$ cat src/rtl/ram_8_fifo_ctrl_if.sv
// Stream and RAM-port signal bundle for ram_8_fifo_ctrl.
// master = the FIFO controller, slave = upstream/downstream/RAM environment.
interface ram_8_fifo_ctrl_if #(
   parameter int WIDTH     = 16,
   parameter int ADDR_BITS = 3
);
   logic                 wr_valid;
   logic                 wr_ready;
   logic [WIDTH-1:0]     wr_data;
   logic                 rd_valid;
   logic                 rd_ready;
   logic [WIDTH-1:0]     rd_data;
   logic [ADDR_BITS:0]   count;
   logic [WIDTH-1:0]     ram_in;
   logic [ADDR_BITS-1:0] ram_address;
   logic                 ram_load;
   logic [WIDTH-1:0]     ram_out;

   modport master (
      input  wr_valid, wr_data, rd_ready, ram_out,
      output wr_ready, rd_valid, rd_data, count, ram_in, ram_address, ram_load
   );

   modport slave (
      output wr_valid, wr_data, rd_ready, ram_out,
      input  wr_ready, rd_valid, rd_data, count, ram_in, ram_address, ram_load
   );
endinterface

$ cat src/rtl/ram_8_fifo_ctrl.sv
// Runs a single-port 2**ADDR_BITS x WIDTH RAM (ram_8) as a circular FIFO with a one-word output stage.
// Define RAM_8_FIFO_BYPASS_EN to let a push into an empty FIFO load the output stage directly.
module ram_8_fifo_ctrl #(
   parameter int WIDTH     = 16,
   parameter int ADDR_BITS = 3
) (
   input logic               clock,
   input logic               reset,
   ram_8_fifo_ctrl_if.master bus
);

   localparam int unsigned        DEPTH    = 2 ** ADDR_BITS;
   localparam logic [ADDR_BITS:0] CNT_FULL = (ADDR_BITS + 1)'(DEPTH);

   logic [ADDR_BITS-1:0] wr_ptr_q, wr_ptr_d;
   logic [ADDR_BITS-1:0] rd_ptr_q, rd_ptr_d;
   logic [ADDR_BITS:0]   ram_count_q, ram_count_d;
   logic                 rd_valid_q, rd_valid_d;
   logic [WIDTH-1:0]     rd_data_q, rd_data_d;

   logic                 pop;
   logic                 fetch;
   logic                 bypass;
   logic                 wr_ready;
   logic                 push;
   logic                 ram_load;
   logic [ADDR_BITS-1:0] ram_address;

   // The single RAM port serves either a head fetch or a write each cycle; the fetch has priority.
   always_comb begin
      pop    = rd_valid_q && bus.rd_ready;
      fetch  = (ram_count_q != '0) && (!rd_valid_q || bus.rd_ready);
`ifdef RAM_8_FIFO_BYPASS_EN
      bypass = (ram_count_q == '0) && (!rd_valid_q || bus.rd_ready);
`else
      bypass = 1'b0;
`endif
      wr_ready    = !reset && !fetch && (ram_count_q != CNT_FULL);
      push        = bus.wr_valid && wr_ready;
      ram_load    = push && !bypass;
      ram_address = reset ? '0 : (fetch ? rd_ptr_q : wr_ptr_q);
   end

   always_comb begin
      // NOTE: every variable gets its hold value first so no path through this block infers a latch.
      wr_ptr_d    = wr_ptr_q;
      rd_ptr_d    = rd_ptr_q;
      ram_count_d = ram_count_q;
      rd_valid_d  = rd_valid_q;
      rd_data_d   = rd_data_q;

      if (fetch) begin
         rd_data_d   = bus.ram_out;
         rd_valid_d  = 1'b1;
         rd_ptr_d    = rd_ptr_q + 1'b1;
         ram_count_d = ram_count_q - 1'b1;
      end else if (push && bypass) begin
         rd_data_d  = bus.wr_data;
         rd_valid_d = 1'b1;
      end else begin
         if (push) begin
            wr_ptr_d    = wr_ptr_q + 1'b1;
            ram_count_d = ram_count_q + 1'b1;
         end
         if (pop) begin
            rd_valid_d = 1'b0;
         end
      end
   end

   // NOTE: state flops use non-blocking assignments so every flop samples pre-edge values.
   always_ff @(posedge clock or posedge reset) begin
      if (reset) begin
         wr_ptr_q    <= '0;
         rd_ptr_q    <= '0;
         ram_count_q <= '0;
         rd_valid_q  <= 1'b0;
         rd_data_q   <= '0;
      end else begin
         wr_ptr_q    <= wr_ptr_d;
         rd_ptr_q    <= rd_ptr_d;
         ram_count_q <= ram_count_d;
         rd_valid_q  <= rd_valid_d;
         rd_data_q   <= rd_data_d;
      end
   end

   // RAM contents are never cleared: a location is only fetched after it has been written.
   assign bus.wr_ready    = wr_ready;
   assign bus.rd_valid    = rd_valid_q;
   assign bus.rd_data     = rd_data_q;
   assign bus.count       = ram_count_q + (ADDR_BITS + 1)'(rd_valid_q);
   assign bus.ram_in      = bus.wr_data;
   assign bus.ram_address = ram_address;
   assign bus.ram_load    = ram_load;

endmodule

$ cat src/flat_wrapper.sv
// flat-port wrapper written by rule: the top's interface ports become plain ports
module ram_8_fifo_ctrl_flat 
#(
   parameter int WIDTH     = 16,
   parameter int ADDR_BITS = 3
)
  (clock, reset, bus_wr_valid, bus_wr_data, bus_rd_ready, bus_ram_out, bus_wr_ready, bus_rd_valid, bus_rd_data, bus_count, bus_ram_in, bus_ram_address, bus_ram_load);
  ram_8_fifo_ctrl_if #(.WIDTH(WIDTH), .ADDR_BITS(ADDR_BITS)) bus_i ();
  input logic clock;
  input logic reset;
  input wire logic [$bits(bus_i.wr_valid)-1:0] bus_wr_valid;
  input wire logic [$bits(bus_i.wr_data)-1:0] bus_wr_data;
  input wire logic [$bits(bus_i.rd_ready)-1:0] bus_rd_ready;
  input wire logic [$bits(bus_i.ram_out)-1:0] bus_ram_out;
  output wire logic [$bits(bus_i.wr_ready)-1:0] bus_wr_ready;
  output wire logic [$bits(bus_i.rd_valid)-1:0] bus_rd_valid;
  output wire logic [$bits(bus_i.rd_data)-1:0] bus_rd_data;
  output wire logic [$bits(bus_i.count)-1:0] bus_count;
  output wire logic [$bits(bus_i.ram_in)-1:0] bus_ram_in;
  output wire logic [$bits(bus_i.ram_address)-1:0] bus_ram_address;
  output wire logic [$bits(bus_i.ram_load)-1:0] bus_ram_load;
  assign bus_i.wr_valid = bus_wr_valid;
  assign bus_i.wr_data = bus_wr_data;
  assign bus_i.rd_ready = bus_rd_ready;
  assign bus_i.ram_out = bus_ram_out;
  assign bus_wr_ready = bus_i.wr_ready;
  assign bus_rd_valid = bus_i.rd_valid;
  assign bus_rd_data = bus_i.rd_data;
  assign bus_count = bus_i.count;
  assign bus_ram_in = bus_i.ram_in;
  assign bus_ram_address = bus_i.ram_address;
  assign bus_ram_load = bus_i.ram_load;
  ram_8_fifo_ctrl #(.WIDTH(WIDTH), .ADDR_BITS(ADDR_BITS)) u_core (.clock(clock), .reset(reset), .bus(bus_i));
endmodule
$ cat config.mk
export PLATFORM = sky130hd
export DESIGN_NAME = ram_8_fifo_ctrl_flat
export DESIGN_NICKNAME = d
export VERILOG_FILES = /design/src/rtl/ram_8_fifo_ctrl_if.sv /design/src/rtl/ram_8_fifo_ctrl.sv /design/src/flat_wrapper.sv
export SDC_FILE = /design/constraint.sdc
export NUM_CORES = 1
export LEC_CHECK = 0
export ABC_AREA = 1
export CORE_AREA = 3 3 68 70
export DETAILED_ROUTE_END_ITERATION = 8
export DIE_AREA = 0 0 71 73
export GPL_TIMING_DRIVEN = 1
export PLACE_DENSITY = 0.75
export SLEW_MARGIN = 20
export SYNTH_ARGS = -nofsm -noshare
export SYNTH_HDL_FRONTEND = slang
export SYNTH_SLANG_ARGS = --single-unit
$ cat constraint.sdc
create_clock -name clock -period 4.8 [get_ports clock]
set_input_delay 0.96 -clock clock [delete_from_list [all_inputs] [get_ports clock]]
set_output_delay 0.96 -clock clock [all_outputs]
set_load 0.05 [all_outputs]
==> impl_metrics.json <==
{
  "crit_path_max_fanout": 9,
  "hp-class": "register to register",
  "critical_path.cell_chain": "clkdlybuf4s50_1, inv_1, nand2_1, nand2_4, inv_2, nor2_1, nor2_1, clkdlybuf4s50_1",
  "viasPerCell": 4.43,
  "core-area_um2": 4030,
  "power.switching_uw": 868,
  "nets": 249,
  "synth_top_family_by_area": "simple AND/OR/NAND/NOR gates",
  "vias": 1130,
  "drc": 0,
  "numCtsBuffers": 3,
  "synth_cell_types": 20,
  "report.final.slew_viol_count": 0,
  "port_buffers": 45,
  "synth-xor-area-share_pct": 4.19,
  "yosysWarnings": 0,
  "fill_cells": 407,
  "die_y_um": 73,
  "detail-route-antenna-nets": 0,
  "gp_congestion": 0.777,
  "areaGrowthSynthToFinish_pct": 29.6,
  "finalHoldViolations": 0,
  "final_cell_mix": "71 x nand2_1, 44 x clkdlybuf4s50_1, 27 x dfrtp_1, 12 x nand3_1, 10 x inv_1",
  "power_frac_clock_pct": 8.0,
  "avgSynthCellArea_um2": 8.46,
  "pwr_density_cell_nw_per_um2": 860,
  "worst-path-buf-inv": 4,
  "peakVddDrop_uv": 409,
  "grt_pass1_wl_mm": 5.02,
  "worstMarginPinSlew_ns": 0.507,
  "outcome": "completed",
  "drt-total-wl_mm": 2.96,
  "yosysSeqAreaShare_pct": 46.2,
  "wl_per_cell_um": 11.6,
  "fmax_mhz": 261,
  "die_area_um2": 5180,
  "netlist_area_um2": 1460,
  "path_class": "input port to output port",
  "clock_sinks": 27,
  "cp-start-kind": "input port",
  "p_int_uw": 763,
  "rsz0062_at_grt": "no",
  "combPwrFrac_pct": 65.4,
  "crit_arrival_ns": 2.87,
  "cts_buffer_depth": 2,
  "drv_cap": 0,
  "yosys.area_share.simple_pct": 27.7,
  "initial_core_util_pct": 36.3,
  "slowest_stage": "clkdlybuf4s50_1",
  "htreeDepth": 1,
  "power_frac_seq_pct": 26.6,
  "overflow": 0,
  "slowest_delay_ns": 0.82,
  "synth-compound-area-share_pct": 1.71,
  "tns_ns": 0,
  "fin_ws_ns": 0.975,
  "grt_pass1_vias": 1146,
  "setup_viol": 0,
  "period_share_pct": 79.7,
  "synthMuxAreaShare_pct": 0,
  "critical-path-top-delay-family": "buffers and inverters",
  "die_x_um": 71,
  "period_minus_slack_ns": 3.83,
  "n_antenna_cell": 0,
  "drtPass1Iterations": 4,
  "grt.total_usage_pct": 11.9,
  "p_leak_uw": 0.000940,
  "cts-root-buf": "clkbuf_8",
  "grt_antenna_before_repair": 0,
  "io_pins": 78,
  "p_sw_share_pct": 53.2,
  "end_kind": "output port",
  "dp_hpwl_mm": 2.22,
  "drt_iter0_markers": 17,
  "ys_ff_latch": 27,
  "slew_headroom_pct": 66.1,
  "grt_max_degree": 27,
  "synthesis.instances": 173,
  "clk_latency_ns": 0.27,
  "holdBufCountCts": 0,
  "cts.reportedPaths.clkPinSlew_ns": 0.09,
  "row_count": 23,
  "worstPathRequired_ns": 3.84,
  "skew_ns": 0.00715,
  "synth_nets": 216,
  "dp_slack_ns": 0.977,
  "final_common_cell": "nand2_1",
  "cts_resized": 0,
  "drive_gt1_share_pct": 7.80,
  "cts_tree": "yes",
  "post_cts_buffers": 0,
  "synth_fa_ha_area_share_pct": 6.50
}
-- through the flow --
stage / std cells / power (uW) / hold slack, ns / util [%] / cell area [um2]
finish: 255 / 1630 / 0.484 / 47.1 / 1900
detailed placement: 251 / 1510 / 0.464 / 45.9 / 1850
global route: 255 / 1750 / 0.519 / 47.1 / 1900
CTS: 255 / 1650 / 0.488 / 47.1 / 1900
global placement: 251 / 1500 / 0.464 / 45.9 / 1850
floorplan: 173 / 1230 / 0.440 / - / 1460
-- registers in the layout (all words and copies together) (netlist names) --
name                 flops
u_core.rd_ptr_q          3
u_core.ram_count_q       4
u_core.wr_ptr_q          3
u_core.bus.rd_data      16
u_core.bus.rd_valid      1
-- worst register-to-register path: cells and delay by family, from the launching register on --
| kind | cells | cell delay, ns |
|---|---|---|
| flip-flops | 1 | 0.49 |
| adder cells (fa/ha/maj) | 1 | 0.34 |
| AND/OR/NAND/NOR | 9 | 0.83 |
| buffers and inverters | 2 | 0.15 |
-- metal layers --
layer | routed length [um] | GRT usage, %
met5 | 0 | 0
met3 | 186 | 2.48
met2 | 1400 | 20.7
met1 | 1360 | 14.7
met4 | 13 | 4.18
-- kinds of logic after synthesis --
logic type	Yosys count
AOI/OAI and AO/OA	5
xor gates and xnor gates	7
adders and majority gates	7
buffers and inverters	33
DFF	27
and+or+nand+nor	94
-- cell usage after synthesis, drive strengths merged --
cell type	instances	area [um2]
nand2	74	295
dfrtp	27	676
buf	21	156
inv	12	45.1
nand3	12	60.1
nor2	7	28.8
ha	6	75.1
o21ai	4	20.0
xnor2	4	35.0
xor2	3	26.3
a21oi	1	5.00
fa	1	20.0
nand4	1	21.3
-- path summary, 6_finish.rpt --
check	startpoint	to	slack (ns)	depth (start not counted)
min	u_core.bus.rd_data[10]$_DFFE_PP0P_	u_core.bus.rd_data[10]$_DFFE_PP0P_	0.48	2
max reg2reg	u_core.ram_count_q[1]$_DFFE_PP0P_	u_core.ram_count_q[3]$_DFFE_PP0P_	2.89	12
min reg2reg	u_core.bus.rd_data[10]$_DFFE_PP0P_	u_core.bus.rd_data[10]$_DFFE_PP0P_	0.48	2
min in group asynchronous	reset	u_core.rd_ptr_q[2]$_DFFE_PP0P_	0.94	2
max in group asynchronous	reset	u_core.bus.rd_data[8]$_DFFE_PP0P_	3.31	3
max	bus_rd_ready	bus_ram_address[1]	0.97	8
-- layout make-up --
cell class / instances / area (um2) / share of cell area [%]
well taps: 50 / 62.6 / 3.30
inverters: 12 / 45.0 / 2.37
clock buffers: 3 / 41.3 / 2.18
flip-flops and latches: 27 / 676 / 35.6
clock inverters: 1 / 7.51 / 0.396
multi-input cells: 113 / 587 / 30.9
repair buffers: 49 / 478 / 25.2
-- power groups by stage --
stage	combinational, uW	clock, uW	sequential, uW
after global placement	1060	0	435
final	1070	131	434
after floorplan	572	0	662
after CTS	1080	136	434
after global routing	1160	141	449
after detailed placement	1080	0	432
No activity file was read; power rests on OpenSTA's default activity.
